==> src/rtl/arb16_pkg.sv <==
// Shared constants and state encoding for the arb16_rr round-robin arbiter.
package arb16_pkg;

  localparam int unsigned ARB_N     = 16;
  localparam int unsigned ARB_SEL_W = 4;

  typedef enum logic {
    ST_IDLE = 1'b0,
    ST_BUSY = 1'b1
  } arb_state_e;

endpackage

==> src/rtl/mux16.sv <==
// 16:1 W-bit data multiplexer driven by a 4-bit select.
module mux16 #(
  parameter int unsigned W = 1
) (
  input  logic [3:0]   sel,
  input  logic [W-1:0] i0000,
  input  logic [W-1:0] i0001,
  input  logic [W-1:0] i0010,
  input  logic [W-1:0] i0011,
  input  logic [W-1:0] i0100,
  input  logic [W-1:0] i0101,
  input  logic [W-1:0] i0110,
  input  logic [W-1:0] i0111,
  input  logic [W-1:0] i1000,
  input  logic [W-1:0] i1001,
  input  logic [W-1:0] i1010,
  input  logic [W-1:0] i1011,
  input  logic [W-1:0] i1100,
  input  logic [W-1:0] i1101,
  input  logic [W-1:0] i1110,
  input  logic [W-1:0] i1111,
  output logic [W-1:0] o
);

  always_comb begin
    o = '0;
    case (sel)
      4'b0000: o = i0000;
      4'b0001: o = i0001;
      4'b0010: o = i0010;
      4'b0011: o = i0011;
      4'b0100: o = i0100;
      4'b0101: o = i0101;
      4'b0110: o = i0110;
      4'b0111: o = i0111;
      4'b1000: o = i1000;
      4'b1001: o = i1001;
      4'b1010: o = i1010;
      4'b1011: o = i1011;
      4'b1100: o = i1100;
      4'b1101: o = i1101;
      4'b1110: o = i1110;
      default: o = i1111;
    endcase
  end

endmodule

==> src/rtl/arb16_rr.sv <==
// Round-robin arbiter sharing one W-bit valid/ready channel among 16 requesters.
// Optional packet locking (no interleave of multi-beat packets) under ARB16_PKT_LOCK_EN.
module arb16_rr
  import arb16_pkg::*;
#(
  parameter int unsigned W = 1
) (
  input  logic                 clk,
  input  logic                 rst,
  input  logic [ARB_N-1:0]     req,
  input  logic [ARB_N*W-1:0]   din,
  input  logic [ARB_N-1:0]     din_last,
  output logic [ARB_N-1:0]     gnt,
  output logic                 o_valid,
  input  logic                 o_ready,
  output logic [W-1:0]         o_data,
  output logic                 o_last,
  output logic [ARB_SEL_W-1:0] o_sel
);

  arb_state_e           state_q, state_d;
  logic [ARB_SEL_W-1:0] sel_q, sel_d;
  logic [ARB_SEL_W-1:0] ptr_q, ptr_d;
  logic                 xfer;

  // First set request bit at or above p, searching upward modulo 16.
  function automatic logic [ARB_SEL_W-1:0] rr_pick(input logic [ARB_N-1:0] r,
                                                   input logic [ARB_SEL_W-1:0] p);
    logic [ARB_SEL_W-1:0] idx;
    logic                 found;
    rr_pick = p;
    found   = 1'b0;
    for (int unsigned k = 0; k < ARB_N; k++) begin
      idx = p + ARB_SEL_W'(k);
      if (!found && r[idx]) begin
        rr_pick = idx;
        found   = 1'b1;
      end
    end
  endfunction

  assign o_sel  = sel_q;
  assign o_last = din_last[sel_q];
  assign xfer   = o_valid & o_ready;

  always_comb begin
    state_d = state_q;
    sel_d   = sel_q;
    ptr_d   = ptr_q;
    gnt     = '0;
    o_valid = 1'b0;
    case (state_q)
      ST_IDLE: begin
        if (req != '0) begin
          sel_d   = rr_pick(req, ptr_q);
          state_d = ST_BUSY;
        end
      end
      default: begin
        o_valid = req[sel_q];
        if (xfer) begin
          gnt[sel_q] = 1'b1;
`ifdef ARB16_PKT_LOCK_EN
          if (o_last) begin
            ptr_d   = sel_q + 1'b1;
            state_d = ST_IDLE;
          end
`else
          ptr_d   = sel_q + 1'b1;
          state_d = ST_IDLE;
`endif
        end else if (!req[sel_q]) begin
          // Owner withdrew without a transfer: drop the grant, keep priority.
          state_d = ST_IDLE;
        end
      end
    endcase
  end

  always_ff @(posedge clk or posedge rst) begin
    if (rst) begin
      state_q <= ST_IDLE;
      sel_q   <= '0;
      ptr_q   <= '0;
    end else begin
      state_q <= state_d;
      sel_q   <= sel_d;
      ptr_q   <= ptr_d;
    end
  end

  mux16 #(.W(W)) u_mux (
    .sel   (sel_q),
    .i0000 (din[0*W +: W]),
    .i0001 (din[1*W +: W]),
    .i0010 (din[2*W +: W]),
    .i0011 (din[3*W +: W]),
    .i0100 (din[4*W +: W]),
    .i0101 (din[5*W +: W]),
    .i0110 (din[6*W +: W]),
    .i0111 (din[7*W +: W]),
    .i1000 (din[8*W +: W]),
    .i1001 (din[9*W +: W]),
    .i1010 (din[10*W +: W]),
    .i1011 (din[11*W +: W]),
    .i1100 (din[12*W +: W]),
    .i1101 (din[13*W +: W]),
    .i1110 (din[14*W +: W]),
    .i1111 (din[15*W +: W]),
    .o     (o_data)
  );

endmodule

==> config.mk <==
export PLATFORM = sky130hd
export DESIGN_NAME = arb16_rr
export DESIGN_NICKNAME = d
export VERILOG_FILES = /design/src/rtl/arb16_pkg.sv /design/src/rtl/mux16.sv /design/src/rtl/arb16_rr.sv
export SDC_FILE = /design/constraint.sdc
export NUM_CORES = 1
export LEC_CHECK = 0
export ABC_AREA = 0
export BUFFER_PORTS_ARGS = -buffer_cell sky130_fd_sc_hd__buf_2
export CAP_MARGIN = 20
export CORE_AREA = 10 10 87 89
export CTS_BUF_LIST = sky130_fd_sc_hd__clkbuf_8
export CTS_CLUSTER_SIZE = 12
export DETAILED_ROUTE_END_ITERATION = 10
export DIE_AREA = 0 0 97 99
export PLACE_DENSITY_LB_ADDON = 0.2
export REMOVE_ABC_BUFFERS = 1
export SYNTH_ARGS = -nofsm -noshare
export SYNTH_HDL_FRONTEND = slang
export SYNTH_SLANG_ARGS = --single-unit
==> constraint.sdc <==
create_clock -name clk -period 5.4 [get_ports clk]
set_clock_uncertainty 0.15 [all_clocks]
set_input_delay 1.08 -clock clk [delete_from_list [all_inputs] [get_ports clk]]
set_output_delay 1.08 -clock clk [all_outputs]
set_load 0.05 [all_outputs]
Yosys cells after proc, flatten, opt, wreduce, memory -nomap -nowiden

Index checks and enable logic that the tools add are counted.

Bits in writable memories: 0
Logic and storage cells: 194
Flip-flop bits (word level): 9
Memories kept: 0
Bits in latches: 0
Memory bits (read-only): 0
Bits of input ports: 51

$add $sub $neg: 16
$mul: 0
Reductions and logical operators: 35
Equal/unequal tests: 14
Divide/modulo/power cells: 0
$lt $le $gt $ge: 18
Bitwise logic cells: 2
Shifts and indexed selects: 0
Muxes and demuxes: 106

Operators with widths:

| kind                | count |
|---|---|
| $lt 4x5->1 const B  | 17 |
| $bmux 1 s4          | 18 |
| $mux 1              | 69 |
| $mux 4              | 15 |
| $add 4x4->4 const B | 8 |
| $mux 16             | 2 |
| $eq 4x4->1 const B  | 7 |
| $add 4x3->4 const B | 4 |
| $eq 4x3->1 const B  | 4 |
| $logic_and 1x1->1   | 16 |
| $reduce_bool 16->1  | 1 |
| $logic_not 1->1     | 15 |
| $pmux 1 s15         | 1 |
| $add 4x1->4 const B | 2 |
| $add 4x2->4 const B | 2 |
| $eq 4x2->1 const B  | 2 |
| $demux 1 s4         | 1 |
| $eq 4x1->1 const B  | 1 |
| $ge 4x1->1 const B  | 1 |
| $logic_not 4->1     | 1 |
| $reduce_and 2->1    | 2 |
| $and 1x1->1         | 1 |
| $not 1->1           | 1 |

Longest topological paths before layout

Depth after elaboration: 78
Mapped depth: 16

Modules after synthesis

From an unflattened synthesis, not the netlist that was laid out.

Cell total of the unflattened synthesis: 389
Area, all modules: 3,473.3 um^2

Modules (own cells, without submodules):

| module   | area each (um^2) | times used | seq. area each (um^2) | cells an instance |
|---|---|---|---|---|
| arb16_rr | 3,256.9          | 1          | 225.2                 | 363 |
| mux16    | 216.5            | 1          | 0.0                   | 26 |

Least setup slack after synthesis

Ideal clock, no wire load.

Kind: register to output
Start: register sel_q[0] (netlist: o_sel[0])
End: output gnt[2]
Stages on the path, launching flop included: 8
Setup slack: 0.820 ns
Data arrival time: 3.350 ns
Buffers on the path: 2
Data required time: 4.170 ns
Cells stage by stage: dfrtp_1 > buf_1 > mux4_2 > mux4_2 > and3_1 > clkbuf_1 > nand2_1 > nor3_1

Word-level cells in the longest chain between the ends: 6
Elaborated cells on any way between the ends: 11
Classes of those cells: order compare (2); mux (7); bitwise (1); reduce/logical (1)

RTL lines:

| what                                                              | RTL line                       | source |
|---|---|---|
| start: declaration                                                | arb16_rr.sv:22                 | `logic [ARB_SEL_W-1:0] sel_q, sel_d;` |
| start signal: assignment                                          | arb16_rr.sv:87                 | `sel_q <= sel_d;` |
| $lt 4x5->1 (not written as such) (tied with other cells)          | arb16_rr.sv:62                 | `gnt[sel_q] = 1'b1;` |
| $logic_and 1x1->1 (not written as such) or $mux 1 (tied branches) | arb16_rr.sv:62, arb16_rr.sv:60 |  |
| $mux 1 (on tied branches)                                         | arb16_rr.sv:62, arb16_rr.sv:52 |  |
| $demux 1 s4 or $and 1x1->1 (tied branches)                        | arb16_rr.sv:62, arb16_rr.sv:44 |  |
| $mux 16 (*)                                                       | arb16_rr.sv:61                 | `if (xfer) begin` |
| $mux 16 (*)                                                       | arb16_rr.sv:52                 | `case (state_q)` |
| end: declaration                                                  | arb16_rr.sv:13                 | `output logic [ARB_N-1:0] gnt,` |

Every way passes the cells marked *; elsewhere a longest branch is shown, timed or not. The select of a mux whose other input is x is not followed.

Worst setup path after layout

Start: register ptr_q[1]
End: register sel_q[3] (netlist: o_sel[3])

Word-level cells in the longest chain between the ends: 78
Elaborated cells on any way between the ends: 137
Classes of those cells: add/sub (15); mux (92); reduce/logical (30)

RTL lines:

| what                                                                 | RTL line       | source |
|---|---|---|
| start: declaration                                                   | arb16_rr.sv:23 | `logic [ARB_SEL_W-1:0] ptr_q, ptr_d;` |
| start signal: assignment                                             | arb16_rr.sv:88 | `ptr_q <= ptr_d;` |
| parallel branches: the longest is 77 deep, another holds $add 4x1->4 | n/a            |  |
| $mux 4 (*)                                                           | arb16_rr.sv:35 | `if (!found && r[idx]) begin` |

Mark *: on every way between the ends. The select of a mux whose other input is x is not followed.
A chain may end at the register's enable or synchronous reset.

==> run_results.csv <==
group,metric,value,unit
clocking,cts_buffer_depth,2,
sta,hold_viol,0,
clocking,hold_buffers,0,
placement,hpwl,8810,um
critical_path,startpoint_type,"register",
floorplanning,start_util,0.571,
critical_path,crit_path_end_kind,"register",
synth,ys_seq_elements,9,
floorplanning,ios,74,
detailed_routing,num_vias,3534,
global_route,grt_remaining_overflow,0,
min_path,hold_end,"state_q",
clocking,cts_resized,0,
layout,final_util,0.646,
synth,synth_flop_cell,"dfrtp_1",
clocking,cts_setup_buffers,0,
global_route,grt_util_met1,0.259,
detailed_routing,drt_first_iter_violations,390,
detailed_routing,drc_errors,0,
layout,fin_cells,513,
critical_path,worstPathMaxFanout,18,
layout,most-common-layout-cells,"buf_2, mux4_2, nand2_1",
floorplanning,fp.dieArea,9600,um2
placement,placedCellCount,509,
layout,drive_above_1_share,0.340,
global_route,use_met3,0.0433,
sta,slew_viol_final,0,
synth,synthArstFlopShare,1.00,
sta,worstMarginPinSlew,0.979,ns
floorplanning,die_x,97,um
placement,portBuffers,73,
synth,syn_avg_cell_area,8.83,um2
synth,synth-seq-area-share,0.0675,
min_path,min_from,"state_q",
synth,ys_warn_count,0,
layout,n_antenna_cell,0,
detailed_routing,via_per_inst,6.89,
detailed_routing,wl,11200,um
critical_path,crit_arrival,4.31,ns
critical_path,reg2reg_from,"ptr_q[1]",
synth,synthCells,378,
sta,rsz0062_at_grt,"no",
critical_path,crit_type,"reg2reg",
synth,synth_edf_count,0,
sta,whs,0.581,ns
sta,setup-violations-final,0,
global_route,globalRoute.busiestLayer,"met2",
layout,nNetsFinal,501,
detailed_routing,ant_nets,0,
clocking,cts_max_level,1,
critical_path,rrSetupSlack,1.10,ns
placement,globalplace.congestion,0.974,
global_route,grt_usage,0.225,
clocking,cts_root_buffer,"clkbuf_8",
min_path,holdPathStages,3,
critical_path,r2r_end,"o_sel[3]",
run,maxCapViolCount,0,
clocking,clk_latency,0.24,ns
floorplanning,rows,28,
layout,final_common_cell,"buf_2",
floorplanning,core_area,5850,um2
critical_path,required,5.41,ns
floorplanning,die_h,99,um
min_path,hold_class,"reg2reg",
sta,fin_crit_sh,0.796,
global_route,antenna_found_initial,0,
synth,syn_area,3340,um2
synth,ys_types,67,
sta,tns,0,ns
critical_path,rr_worst_depth,10,
clocking,path_clk_slew,0.05,ns
sta,period_needed,4.30,ns
run_status,status,"finished clean",
clocking,clock-sinks,9,
clocking,tritoncts,"built",
global_route,first_global_vias,3787,
detailed_routing,wl_per_cell,21.8,um
global_route,gr-usage-met2,0.384,
global_route,grt_max_degree,32,
clocking,cts-buffers-inserted,3,
sta,max_freq,233,MHz
sta,worst_slew_margin_rel,0.341,
global_route,grt_pass1_wl,18500,um
layout,synthToLayoutAreaGrowth,13.3,%
detailed_routing,drt_pass1_iterations,5,
[synth_stat cells (all sizes together), types with 5 or more instances]
master | instances | area (um2)
or3 | 8 | 50.1
and2 | 8 | 50.1
nor3 | 11 | 66.3
nand2b | 8 | 50.1
nor2 | 26 | 97.6
dfrtp | 9 | 225
buf | 12 | 72.6
xnor2 | 9 | 78.8
inv | 16 | 60.1
mux4 | 42 | 946
nand3 | 9 | 45.0
ha | 11 | 138
clkbuf | 13 | 48.8
nor2b | 5 | 31.3
a21oi | 14 | 70.1
mux2i | 21 | 210
nand2 | 39 | 149
o21ai | 21 | 105
mux2 | 15 | 173
nor4 | 10 | 75.1
a211oi | 7 | 52.6
[registers in the layout, summed over array words and instances (netlist names)]
| signal | count |
|---|---|
| ptr_q | 4 |
| state_q | 1 |
| o_sel | 4 |
[critical path, cell delays in order, from the launching register on]
cell     delay [ns]
dfrtp_1        0.36
inv_1          0.14
ha_1           0.78
mux4_2         0.67
mux4_2         0.66
nor3_4         0.28
nand4_1        0.33
or3b_1         0.50
o21ai_1        0.13
a21oi_1        0.08
o21ai_1        0.15
[metal layers]
layer  vias to the layer above  part of all wire  wire, um
met5                         -                 0         0
met4                         0             0.042       469
met3                        39             0.094      1060
met2                       225              0.49      5500
met1                      1662              0.37      4180
li1                       1608                 -         -
[worst max path at each step]
stage | from | to | slack [ns] | cells past startpoint
6_report | ptr_q[1] | o_sel[3] | 1.10 | 10
5_1_grt | ptr_q[0] | o_sel[3] | 0.87 | 10
4_1_cts | ptr_q[1] | o_sel[3] | 1.15 | 10
3_5_place_dp | ptr_q[1] | o_sel[3] | 1.15 | 10
3_3_place_gp | req[15] | gnt[0] | 1.19 | 7
2_1_floorplan | ptr_q[1] | o_sel[2] | 0.64 | 10
[metrics by stage]
stage               setup WS [ns]  instance area, um2
finish                       1.10                3780
detailed placement           1.15                3740
floorplan                   0.641                3220
global route                0.867                3780
global placement             1.19                3740
CTS                          1.15                3780
[cell type report]
class / count / area, um2
inverters: 16 / 60.1
well taps: 75 / 93.8
clock inverters: 1 / 3.75
multi-input cells: 328 / 2930
flip-flops and latches: 9 / 225
repair buffers: 81 / 425
clock buffers: 3 / 41.3
fillers: 513 / 2070
[cells by family after synthesis]
group,after synthesis,share of synthesized area
AO/OA/AOI/OAI,91,0.194
XOR/XNOR,13,0.0364
adder cells (fa/ha/maj),11,0.0412
buffers and inverters,41,0.0543
flip-flops,9,0.0675
multiplexers,78,0.398
AND/OR/NAND/NOR,135,0.209
Power is left out: the tool's default activity adds up to more than one toggle a clock period on the data nets, which glitch-free logic cannot reach.
